--- src/rtl/neureka_tcdm_responder_pkg.sv ---
// Shared types and constants for the NEUREKA TCDM responder slice.
package neureka_package;

  localparam int unsigned NEUREKA_MEM_BANDWIDTH_EXT      = 288;
  localparam int unsigned NEUREKA_RESP_FIFO_DEPTH_DEFAULT = 4;
  localparam int unsigned NEUREKA_MEM_LATENCY_MAX         = 2;

  typedef struct packed {
    logic valid;
    logic is_write;
    logic opc;
  } resp_tag_t;

endpackage

--- src/rtl/neureka_resp_fifo.sv ---
// Fall-through response FIFO: an entry pushed into an empty FIFO is visible on data_o
// in the same cycle. Simultaneous push and pop on a full FIFO is allowed.
module neureka_resp_fifo #(
  parameter int unsigned Width = 32,
  parameter int unsigned Depth = 4
) (
  input  logic                         clk_i,
  input  logic                         rst_ni,
  input  logic                         clear_i,
  input  logic                         push_i,
  input  logic [Width-1:0]             data_i,
  input  logic                         pop_i,
  output logic [Width-1:0]             data_o,
  output logic                         valid_o,
  output logic                         full_o,
  output logic                         empty_o,
  output logic [$clog2(Depth+1)-1:0]   count_o
);

  localparam int unsigned PtrW = (Depth > 1) ? $clog2(Depth) : 1;
  localparam int unsigned CntW = $clog2(Depth + 1);

  logic [Width-1:0] mem_q [Depth];
  logic [Width-1:0] mem_d [Depth];
  logic [PtrW-1:0]  wr_ptr_q, wr_ptr_d;
  logic [PtrW-1:0]  rd_ptr_q, rd_ptr_d;
  logic [CntW-1:0]  cnt_q, cnt_d;
  logic             bypass, do_push, do_pop;

  function automatic logic [PtrW-1:0] ptr_inc(input logic [PtrW-1:0] p);
    return (p == PtrW'(Depth - 1)) ? '0 : p + PtrW'(1);
  endfunction

  assign empty_o = (cnt_q == '0);
  assign full_o  = (cnt_q == CntW'(Depth));
  assign count_o = cnt_q;
  assign valid_o = ~empty_o | push_i;
  assign data_o  = empty_o ? data_i : mem_q[rd_ptr_q];

  // An entry arriving into an empty FIFO and popped at once never gets stored.
  assign bypass  = empty_o & push_i & pop_i;
  assign do_push = push_i & ~bypass;
  assign do_pop  = pop_i & ~empty_o;

  always_comb begin
    mem_d    = mem_q;
    wr_ptr_d = wr_ptr_q;
    rd_ptr_d = rd_ptr_q;
    cnt_d    = cnt_q;
    if (do_push) begin
      mem_d[wr_ptr_q] = data_i;
      wr_ptr_d        = ptr_inc(wr_ptr_q);
    end
    if (do_pop) begin
      rd_ptr_d = ptr_inc(rd_ptr_q);
    end
    case ({do_push, do_pop})
      2'b10:   cnt_d = cnt_q + CntW'(1);
      2'b01:   cnt_d = cnt_q - CntW'(1);
      default: cnt_d = cnt_q;
    endcase
    if (clear_i) begin
      wr_ptr_d = '0;
      rd_ptr_d = '0;
      cnt_d    = '0;
    end
  end

  always_ff @(posedge clk_i) begin
    if (!rst_ni) begin
      wr_ptr_q <= '0;
      rd_ptr_q <= '0;
      cnt_q    <= '0;
    end else begin
      wr_ptr_q <= wr_ptr_d;
      rd_ptr_q <= rd_ptr_d;
      cnt_q    <= cnt_d;
    end
  end

  always_ff @(posedge clk_i) begin
    mem_q <= mem_d;
  end

endmodule

--- src/rtl/neureka_tcdm_responder.sv ---
// TCDM slave responder driving a fixed-latency SRAM with credit-based grant and in-order
// responses. Optional out-of-range detection: NEUREKA_TCDM_RESP_BOUNDS_CHECK_EN.
module neureka_tcdm_responder
  import neureka_package::*;
#(
  parameter int unsigned DW              = NEUREKA_MEM_BANDWIDTH_EXT,
  parameter int unsigned AW              = 32,
  parameter int unsigned NB_WORDS        = 1024,
  parameter int unsigned MEM_LATENCY     = 1,
  parameter int unsigned RESP_FIFO_DEPTH = NEUREKA_RESP_FIFO_DEPTH_DEFAULT
) (
  input  logic                        clk_i,
  input  logic                        rst_ni,
  input  logic                        clear_i,
  input  logic                        req_i,
  output logic                        gnt_o,
  input  logic [AW-1:0]               add_i,
  input  logic                        wen_i,
  input  logic [DW/8-1:0]             be_i,
  input  logic [DW-1:0]               data_i,
  output logic                        r_valid_o,
  input  logic                        r_ready_i,
  output logic [DW-1:0]               r_data_o,
  output logic                        r_opc_o,
  output logic                        mem_req_o,
  output logic                        mem_we_o,
  output logic [$clog2(NB_WORDS)-1:0] mem_addr_o,
  output logic [DW/8-1:0]             mem_be_o,
  output logic [DW-1:0]               mem_wdata_o,
  input  logic [DW-1:0]               mem_rdata_i
);

  localparam int unsigned OffW  = $clog2(DW / 8);
  localparam int unsigned IdxW  = $clog2(NB_WORDS);
  localparam int unsigned CntW  = $clog2(RESP_FIFO_DEPTH + 1);
  localparam int unsigned FifoW = DW + 1;

  logic [CntW-1:0]  out_cnt_q, out_cnt_d;
  resp_tag_t        tag_q [MEM_LATENCY];
  resp_tag_t        tag_d [MEM_LATENCY];
  resp_tag_t        tag_exit;
  logic             oob, gnt, push, pop;
  logic [FifoW-1:0] push_data, fifo_data;
  logic             fifo_valid, fifo_full, fifo_empty;
  logic [CntW-1:0]  fifo_count;
  logic             unused_sig;

`ifdef NEUREKA_TCDM_RESP_BOUNDS_CHECK_EN
  localparam logic [AW:0] MemBytes = (AW + 1)'(NB_WORDS * (DW / 8));
  assign oob = ({1'b0, add_i} >= MemBytes);
`else
  assign oob = 1'b0;
`endif

  // Credits cover pipeline plus FIFO, so the never-stalling pipeline cannot overflow the FIFO.
  assign gnt         = req_i & ~clear_i & (out_cnt_q < CntW'(RESP_FIFO_DEPTH));
  assign gnt_o       = gnt;
  assign mem_req_o   = gnt & ~oob;
  assign mem_we_o    = ~wen_i;
  assign mem_addr_o  = add_i[OffW +: IdxW];
  assign mem_be_o    = be_i;
  assign mem_wdata_o = data_i;

  assign pop = fifo_valid & r_ready_i;

  always_comb begin
    out_cnt_d = out_cnt_q;
    case ({gnt, pop})
      2'b10:   out_cnt_d = out_cnt_q + CntW'(1);
      2'b01:   out_cnt_d = out_cnt_q - CntW'(1);
      default: out_cnt_d = out_cnt_q;
    endcase
    if (clear_i) begin
      out_cnt_d = '0;
    end
  end

  always_comb begin
    tag_d[0] = '{valid: gnt, is_write: ~wen_i, opc: oob};
    for (int unsigned i = 1; i < MEM_LATENCY; i++) begin
      tag_d[i] = tag_q[i-1];
    end
    if (clear_i) begin
      for (int unsigned i = 0; i < MEM_LATENCY; i++) begin
        tag_d[i] = '0;
      end
    end
  end

  always_ff @(posedge clk_i) begin
    if (!rst_ni) begin
      out_cnt_q <= '0;
      for (int unsigned i = 0; i < MEM_LATENCY; i++) begin
        tag_q[i] <= '0;
      end
    end else begin
      out_cnt_q <= out_cnt_d;
      tag_q     <= tag_d;
    end
  end

  assign tag_exit  = tag_q[MEM_LATENCY-1];
  assign push      = tag_exit.valid;
  // Writes and rejected accesses return zero data regardless of what the SRAM drives.
  assign push_data = {tag_exit.opc,
                      (tag_exit.is_write | tag_exit.opc) ? {DW{1'b0}} : mem_rdata_i};

  neureka_resp_fifo #(
    .Width (FifoW),
    .Depth (RESP_FIFO_DEPTH)
  ) i_resp_fifo (
    .clk_i   (clk_i),
    .rst_ni  (rst_ni),
    .clear_i (clear_i),
    .push_i  (push),
    .data_i  (push_data),
    .pop_i   (pop),
    .data_o  (fifo_data),
    .valid_o (fifo_valid),
    .full_o  (fifo_full),
    .empty_o (fifo_empty),
    .count_o (fifo_count)
  );

  assign r_valid_o = fifo_valid;
  assign r_data_o  = fifo_valid ? fifo_data[DW-1:0] : '0;
  assign r_opc_o   = fifo_valid & fifo_data[DW];

  assign unused_sig = ^{add_i, fifo_full, fifo_empty, fifo_count};

endmodule

--- config.mk ---
export PLATFORM = sky130hd
export DESIGN_NAME = neureka_tcdm_responder
export DESIGN_NICKNAME = d
export VERILOG_FILES = /design/src/rtl/neureka_tcdm_responder_pkg.sv /design/src/rtl/neureka_resp_fifo.sv /design/src/rtl/neureka_tcdm_responder.sv
export SDC_FILE = /design/constraint.sdc
export NUM_CORES = 1
export LEC_CHECK = 0
export BUFFER_PORTS_ARGS = -buffer_cell sky130_fd_sc_hd__buf_2
export CORE_AREA = 5 5 490 492
export DETAILED_ROUTE_END_ITERATION = 16
export DIE_AREA = 0 0 495 497
export PLACE_DENSITY = 0.48
export SLEW_MARGIN = 20
export SYNTH_ARGS = -nofsm -noshare
export SYNTH_HDL_FRONTEND = slang
export SYNTH_SLANG_ARGS = --single-unit
--- constraint.sdc ---
create_clock -name clk_i -period 22.9 [get_ports clk_i]
set_clock_uncertainty 0.2 [all_clocks]
set_input_delay 2.29 -clock clk_i [delete_from_list [all_inputs] [get_ports clk_i]]
set_output_delay 2.29 -clock clk_i [all_outputs]
set_load 0.05 [all_outputs]
==> results of run 1 <==
## cells in the final DEF (no fill, tap or decap), types with 7 or more instances in the layout
cell type	n
nand2_1	580
o21ai_1	230
clkinv_2	15
mux4_2	288
diode_2	12
clkinv_1	37
clkbuf_1	30
edfxtp_1	1152
dfxtp_1	8
ha_1	7
nor2_1	8
o21ai_0	60
nor2b_1	288
clkinv_16	10
buf_4	39
clkbuf_16	134
buf_2	585
inv_1	12
## power groups by stage
stage / clock [mW] / combinational, mW / sequential, mW
final: 2.08 / 0.258 / 2.37
after global routing: 2.23 / 0.275 / 2.37
after CTS: 2.14 / 0.262 / 2.37
after detailed placement: 0 / 0.261 / 2.41
after global placement: 0 / 0.257 / 2.41
after floorplan: 0 / 0.319 / 2.41
## metal layers
metal,track usage,wire [um],vias to the layer above,share of wire
li1,-,-,12060,-
met1,0.1526,63060,14470,0.32
met2,0.2691,99750,1399,0.50
met3,0.09706,29100,319,0.15
met4,0.05553,7748,12,0.039
met5,0.0007828,89,-,0.00045
## final timing paths
| kind | end | from | depth (start not counted) |
|---|---|---|---|
| max | r_data_o[203] | i_resp_fifo.rd_ptr_q[0]$_SDFFE_PP0P_ | 7 |
| min | out_cnt_q[1]$_SDFFE_PP0P_ | out_cnt_q[1]$_SDFFE_PP0P_ | 2 |
| max reg2reg | i_resp_fifo.mem_q[974]$_DFFE_PP_ | push$_SDFF_PP0_ | 4 |
| min reg2reg | out_cnt_q[1]$_SDFFE_PP0P_ | out_cnt_q[1]$_SDFFE_PP0P_ | 2 |
## cell type report
type / instances / area (um^2)
clock inverters: 81 / 824.5
repair buffers: 631 / 3352
inverters: 12 / 45.04
multi-input cells: 1494 / 12300
diodes: 12 / 30.03
flip-flops and latches: 1164 / 34850
well taps: 3150 / 3941
clock buffers: 164 / 3466
fillers: 24330 / 175900
## worst max-delay path, stage by stage (launching register included)
cell and delay, ns:
dfxtp_4 0.80, buf_4 0.78, buf_4 0.87, buf_4 0.80
mux4_2 0.61, nand2_1 0.08, o21ai_1 0.29, buf_2 0.35
## cells by family (layout without fill, tap and decap cells)
| family | count (synthesis) | count (layout) | synth area share |
|---|---|---|---|
| AO/OA/AOI/OAI | 301 | 301 | 0.02998 |
| XOR/XNOR | 4 | 4 | 0.0006901 |
| adder cells (fa/ha/maj) | 9 | 9 | 0.002514 |
| buffers and inverters | 543 | 888 | 0.07181 |
| flip-flops | 1164 | 1164 | 0.6863 |
| multiplexers | 288 | 288 | 0.1278 |
| other | 1 | 13 | 0.00007388 |
| AND/OR/NAND/NOR | 891 | 891 | 0.08088 |
## sequential cells by signal (all words and copies together), names as in the netlist
name                  count
i_resp_fifo.rd_ptr_q      2
tag_exit                  1
push                      1
i_resp_fifo.mem_q      1152
i_resp_fifo.wr_ptr_q      2
i_resp_fifo.count_o       3
out_cnt_q                 3
## per-stage QoR
step	total power [mW]	hold WS [ns]	cells	utilization
6_report	4.705	0.3021	6708	0.2505
5_1_grt	4.873	0.3457	6699	0.2504
4_1_cts	4.773	0.3168	6696	0.2504
3_5_place_dp	2.674	0.3031	6451	0.2321
3_3_place_gp	2.669	0.2789	6451	0.2321
2_1_floorplan	2.732	0.2585	3201	-
==> out/summary.md, run 1 <==
The tightest min-delay check is of the reg -> reg type. For the maximum vdd ir drop, the log shows 0.06882 mV. The tools report the final count of pins violating max slew as 0. The number of enable-type register cells in the synthesized netlist was 1152. The commonest cells after synthesis are edfxtp_1 (1152), nand2_1 (580), buf_4 (338), mux4_2 (288), nor2b_1 (288). The mean area per synthesized cell is 15.86 um^2. The highest achievable clock rate is 0.1253 GHz. For the pin with the worst max-slew slack, the measured transition is 1.038 ns. For the synthesized netlist net count, the log shows 3860. After the last flow step, the layout net total stands at 4096. In this run the worst path has a maximum fanout of 44. Buffer type at the clock tree root: clkbuf_16.

The tools report the max-slew headroom at the worst pin as 0.3079. The post-layout minimum cycle time works out to 7.982 ns. TritonCTS built the clock tree.

The via count of the first global-routing pass was 28.56k; the total standard cell area after synthesis was 0.05076 mm^2. The logs give 1277 for the total I/O pin count and 7 for the number of search-and-repair iterations in the first detailed-routing pass. The largest total area in the synthesized netlist belongs to edfxtp_1.

The clock tree synthesis step divided the H-tree into 4 levels. The switching part of the total power was 0.2377; the post-route worst setup slack was 14.92 ns. The logs give 0.8405 for the routability congestion estimate and 0.6863 for the fraction of the yosys area taken by sequential cells. The final-report hold violation count is 0, and the sink count of the clock tree is 1164. The TritonCTS buffer count is 134.

The distinct cell type count of the synthesized netlist is 28, and the static leakage is 18.91 nW. For the initial detailed-routing violation count, the log shows 2237. The area share of the largest cell type after synthesis is 0.6815, and the maximum number of pins on one net before global-route repair is 131. Summed over all layers, the global routing overflow is 0.

The detail route stage leaves a number of antenna-violating nets equal to 0. The area growth from synthesis to layout is 15.87%. The first global-routing pass estimated 265200 um of wire. For this block, the via count after detailed routing is 28.26k. The worst endpoint required time was 20.41 ns; the worst slack at placement was 15.43 ns. In this run the power density over the cells is 80.00 mW/mm^2.

After clock tree synthesis, the clock-pin slew on the worst setup and hold paths is 0.05 ns. The proportion of register bits with asynchronous set or reset after synthesis is 0, and the die extent in y is 497 um. The proportion of layout cells with a drive suffix above 1 is 0.3122.

The register-to-register path setup slack came out at 18.09 ns. The logs give 0 for the number of gates given a new drive strength after cts and 3.587 mW for the internal power component. The global routing usage summed across all routing layers is 0.1565.

The worst setup path is launched from a register. The run gives 0 as the total setup buffers inserted after CTS. The later pin in the worst-skew pair is clocked with a latency of 0.78 ns. Max-cap violations in this run came to 0. During placement, the flow inserted port buffers numbering 585.

STA classifies the critical path endpoint as a primary output. Detailed-route wire length: 199800 um. Once layout is done, the placed cells without fillers occupy 0.05881 mm^2. The most used flip-flop cell after synthesis is edfxtp_1. Measured along the x axis, the die boundary spans 495 um. The flow ran to the end, and the final reports show no timing, DRC or antenna violations. The run gives 178 as the floorplan row count. The start-to-end type of the worst setup path was reg -> out.

In this run, synthesis produced a sequential element count of 1164. For the worst setup path, the data arrival time is 5.49 ns. In this run, post-CTS hold repair placed 0 buffers.

The combinational fraction of design power was 0.055; the sequential fraction of design power was 0.503. Yosys instantiated no cell more often than edfxtp_1. The region available for standard cell placement spans 0.2347 mm^2. The share of the cycle needed by the critical path after routing was 0.3486. The run gives 0 as the DRC violations left. Summing all placed instances gives a cell area of 0.05449 mm^2. The wire-length estimate of the detail-placed layout is 145500 um. Setup repair after global routing left no endpoint under its margin. No sink is reached through more buffers than the 3 on the longest clock path. Yosys printed 0 warnings. The power spent charging and discharging nets is 1.118 mW, and the routed length per instance is 29.78 um. The starting density of the core is 0.2162.

Setup violations remaining at the end of the flow were counted as 0. By area the synthesized netlist is led by edfxtp_1 (68%), mux4_2 (13%), buf_4 (5.0%). Using the TritonRoute via totals, the vias-per-cell ratio works out to 4.212. The floorplan step defined a die boundary enclosing 0.2460 mm^2. Number of antenna violations at the first check in global routing: 54. Synthesis handed over a netlist of 3201 instances. The clock power share is 0.442. The aggregate negative setup slack came out at 0 ns.
No activity file was read; power rests on OpenSTA's default activity.
==> run 2, diff against run 1 <==
Clock period 22.9 ns to 7.7 ns, I/O delays scaled along.
==> out/summary.md, run 2 (synthesized netlist as in run 1, its figures left out) <==
The register bank with the most flops was i_resp_fifo.mem_q. The aggregate negative setup slack came out at 0 ns. The most common cell after layout, fill and taps aside was edfxtp_1. At the later pin of the worst-skew pair, clock insertion delay measures 0.78 ns. No sink is reached through more buffers than the 3 on the longest clock path.

The max-slew headroom at the worst pin is 0.2088, and the transition at the pin with the smallest max-transition slack is 1.187 ns. Using the TritonRoute via totals, the vias-per-cell ratio works out to 4.202. With fillers left out, the area of the finished cells amounts to 0.05897 mm^2. The share of the cycle needed by the critical path after routing was 0.6167; the post-layout minimum cycle time was 4.748 ns. The maximum vdd ir drop is 0.2079 mV. For the combinational fraction of design power, the log shows 0.055. The die covers 0.2460 mm^2.

At the worst endpoint, the required time is 6.73 ns. After filler insertion, the fill cell instance count of the layout stands at 24.34k. In this run the count of I/O pins placed on the die edge is 1277.

Relative to the synthesized area, the layout overhead comes to 16.18%. The tools report the arrival time at the worst endpoint as 3.78 ns. The run gives 0.439 as the clock power share. Proportion of layout cells with a drive suffix above 1: 0.3090. The global routing usage summed across all routing layers was 0.1572; the post-route worst hold slack was 0.1302 ns. Detailed placement ended at an HPWL of 146000 um. STA classifies the critical path startpoint as a register. Die extent in x: 495 um. Internal power component: 10.66 mW. The final route contains 28.16k vias. The setup path with the least slack is of type reg -> out. The max capacitance violation total was 0; the number of nets with antenna violations after routing was 0. The die extent in y was 497 um. The analysis attributes to net switching a power of 3.267 mW. The placed cell count is 6453. The worst setup path is captured at a primary output. The final-report hold violation count came out at 0. TritonCTS built the clock tree. The final count of pins violating max slew is 0, and the static leakage is 18.93 nW. After clock tree synthesis, the clock-pin slew on the worst setup and hold paths is 0.06 ns. Timing analysis after detailed placement gives a worst setup slack of 3.883 ns. The number of H-tree levels is 4.

For this run, the number of standard cells in the final layout without fillers is 6703. The startpoint identified for the worst register-to-register timing path is i_resp_fifo.count_o[0]$_SDFFE_PP0P_. The flow ran to the end, and the final reports show no timing, DRC or antenna violations.

The flip-flop count of the largest register after layout was 1152. Global routing finished with a remaining overflow of 0. The switching part of the total power is 0.2346, and the cell area after placement is 0.05470 mm^2.

Counting every sink on the clock net gives 1164. Tracing the worst setup path back leads to its startpoint at i_resp_fifo.count_o[0]$_SDFFE_PP0P_. The power density normalized to cell area works out to 236.2 mW/mm^2. The region available for standard cell placement spans 0.2347 mm^2. The starting density of the core was 0.2162; the TritonCTS buffer count was 134. For the total power draw, the log shows 13.93 mW. The final cell utilization of the core was 0.2512.

The logs give 47 for the number of antenna violations at the first check in global routing and 2.952 ns for the post-route worst setup slack. The routed length per instance works out to 29.98 um. The number of search-and-repair iterations in the first detailed-routing pass came out at 4. The port buffer count was 585; the detailed-route wire length was 200900 um. In this run the worst path has a maximum fanout of 170. For the maximum number of pins on one net before global-route repair, the log shows 171. The type of the most critical hold path was in -> reg.

For the floorplan row count, the log shows 178. The tree is rooted in a clkbuf_16. The initial detailed-routing violation count is 2088, and the highest achievable clock rate is 0.2106 GHz. After detailed routing, the number of remaining DRC violations is 0. For the sequential fraction of design power, the log shows 0.506. In the layout the commonest cells are edfxtp_1 (1152), buf_2 (585), nand2_1 (580), nor2b_1 (288), mux4_2 (288). The routability congestion estimate was 0.8612; the final-stage net count was 4101. Via count of the first global-routing pass: 28.70k.

The total setup buffers inserted after CTS was 0. Setup repair after global routing left no endpoint under its margin. The tools report the setup-violating endpoint count in the final report as 0. In this run the most critical hold path is launched from r_ready_i.

The global-route wire length before repair came out at 266700 um.
==> run 2: cell types whose count changed in the layout (fill, tap and decap cells not counted) <==
cell / previous run / this run
diode_2: 12 / 13
buf_4: 39 / 26
buf_12: 6 / 22
inv_6: 6 / 1
clkinv_1: 37 / 29
clkinvlp_4: 3 / 0
clkbuf_1: 30 / 42
dlygate4sd3_1: 0 / 3
clkinv_2: 15 / 8
buf_6: 1 / 0
==> run 2: final timing paths <==
kind                                           to  slack (ns)  depth (start not counted)
max reg2reg             out_cnt_q[2]$_SDFFE_PP0P_        4.38                         10
min          i_resp_fifo.rd_ptr_q[1]$_SDFFE_PP0P_        0.13                          3
min reg2reg             out_cnt_q[2]$_SDFFE_PP0P_        0.29                          2
max                                 r_data_o[111]        2.95                          4
==> run 2: power groups by stage <==
stage                     Combinational [mW]  Sequential [mW]  Clock (mW)
after global placement                 0.771             7.17           0
after global routing                   0.825             7.04        6.57
after floorplan                        0.949             7.17           0
after CTS                              0.785             7.04        6.31
final                                  0.773             7.04        6.11
after detailed placement               0.781             7.17           0
==> run 2: per-layer routing <==
| metal | track usage | share of wire | vias to the layer above |
|---|---|---|---|
| li1 | - | - | 12080 |
| met1 | 0.1513 | 0.31 | 14380 |
| met2 | 0.2700 | 0.50 | 1367 |
| met3 | 0.09646 | 0.14 | 331 |
| met4 | 0.06261 | 0.043 | 10 |
| met5 | 0.004501 | 0.0011 | - |
==> run 2: final cells by class <==
| class | count | area, um^2 | area share |
|---|---|---|---|
| clock inverter | 58 | 693.2 | 0.01175 |
| multi-input combinational | 1494 | 12300 | 0.2087 |
| clock buffer | 176 | 3511 | 0.05954 |
| antenna | 13 | 32.53 | 0.0005517 |
| sequential | 1164 | 34850 | 0.5910 |
| timing repair buffer | 636 | 3593 | 0.06094 |
| tap | 3150 | 3941 | 0.06684 |
| inverter | 12 | 45.04 | 0.0007638 |
==> run 2: repair_timing <==
action	in CTS	in global routing
hold buffers	3	0
endpoints found under the setup margin	0	0
resized for setup	0	0
endpoints found under the hold margin	2	0
==> run 2: critical path: stages (launching register included) <==
cell and delay (ns):
dfxtp_1 0.35, or3_4 0.68, buf_12 0.33, o21ai_1 0.78, buf_2 0.40
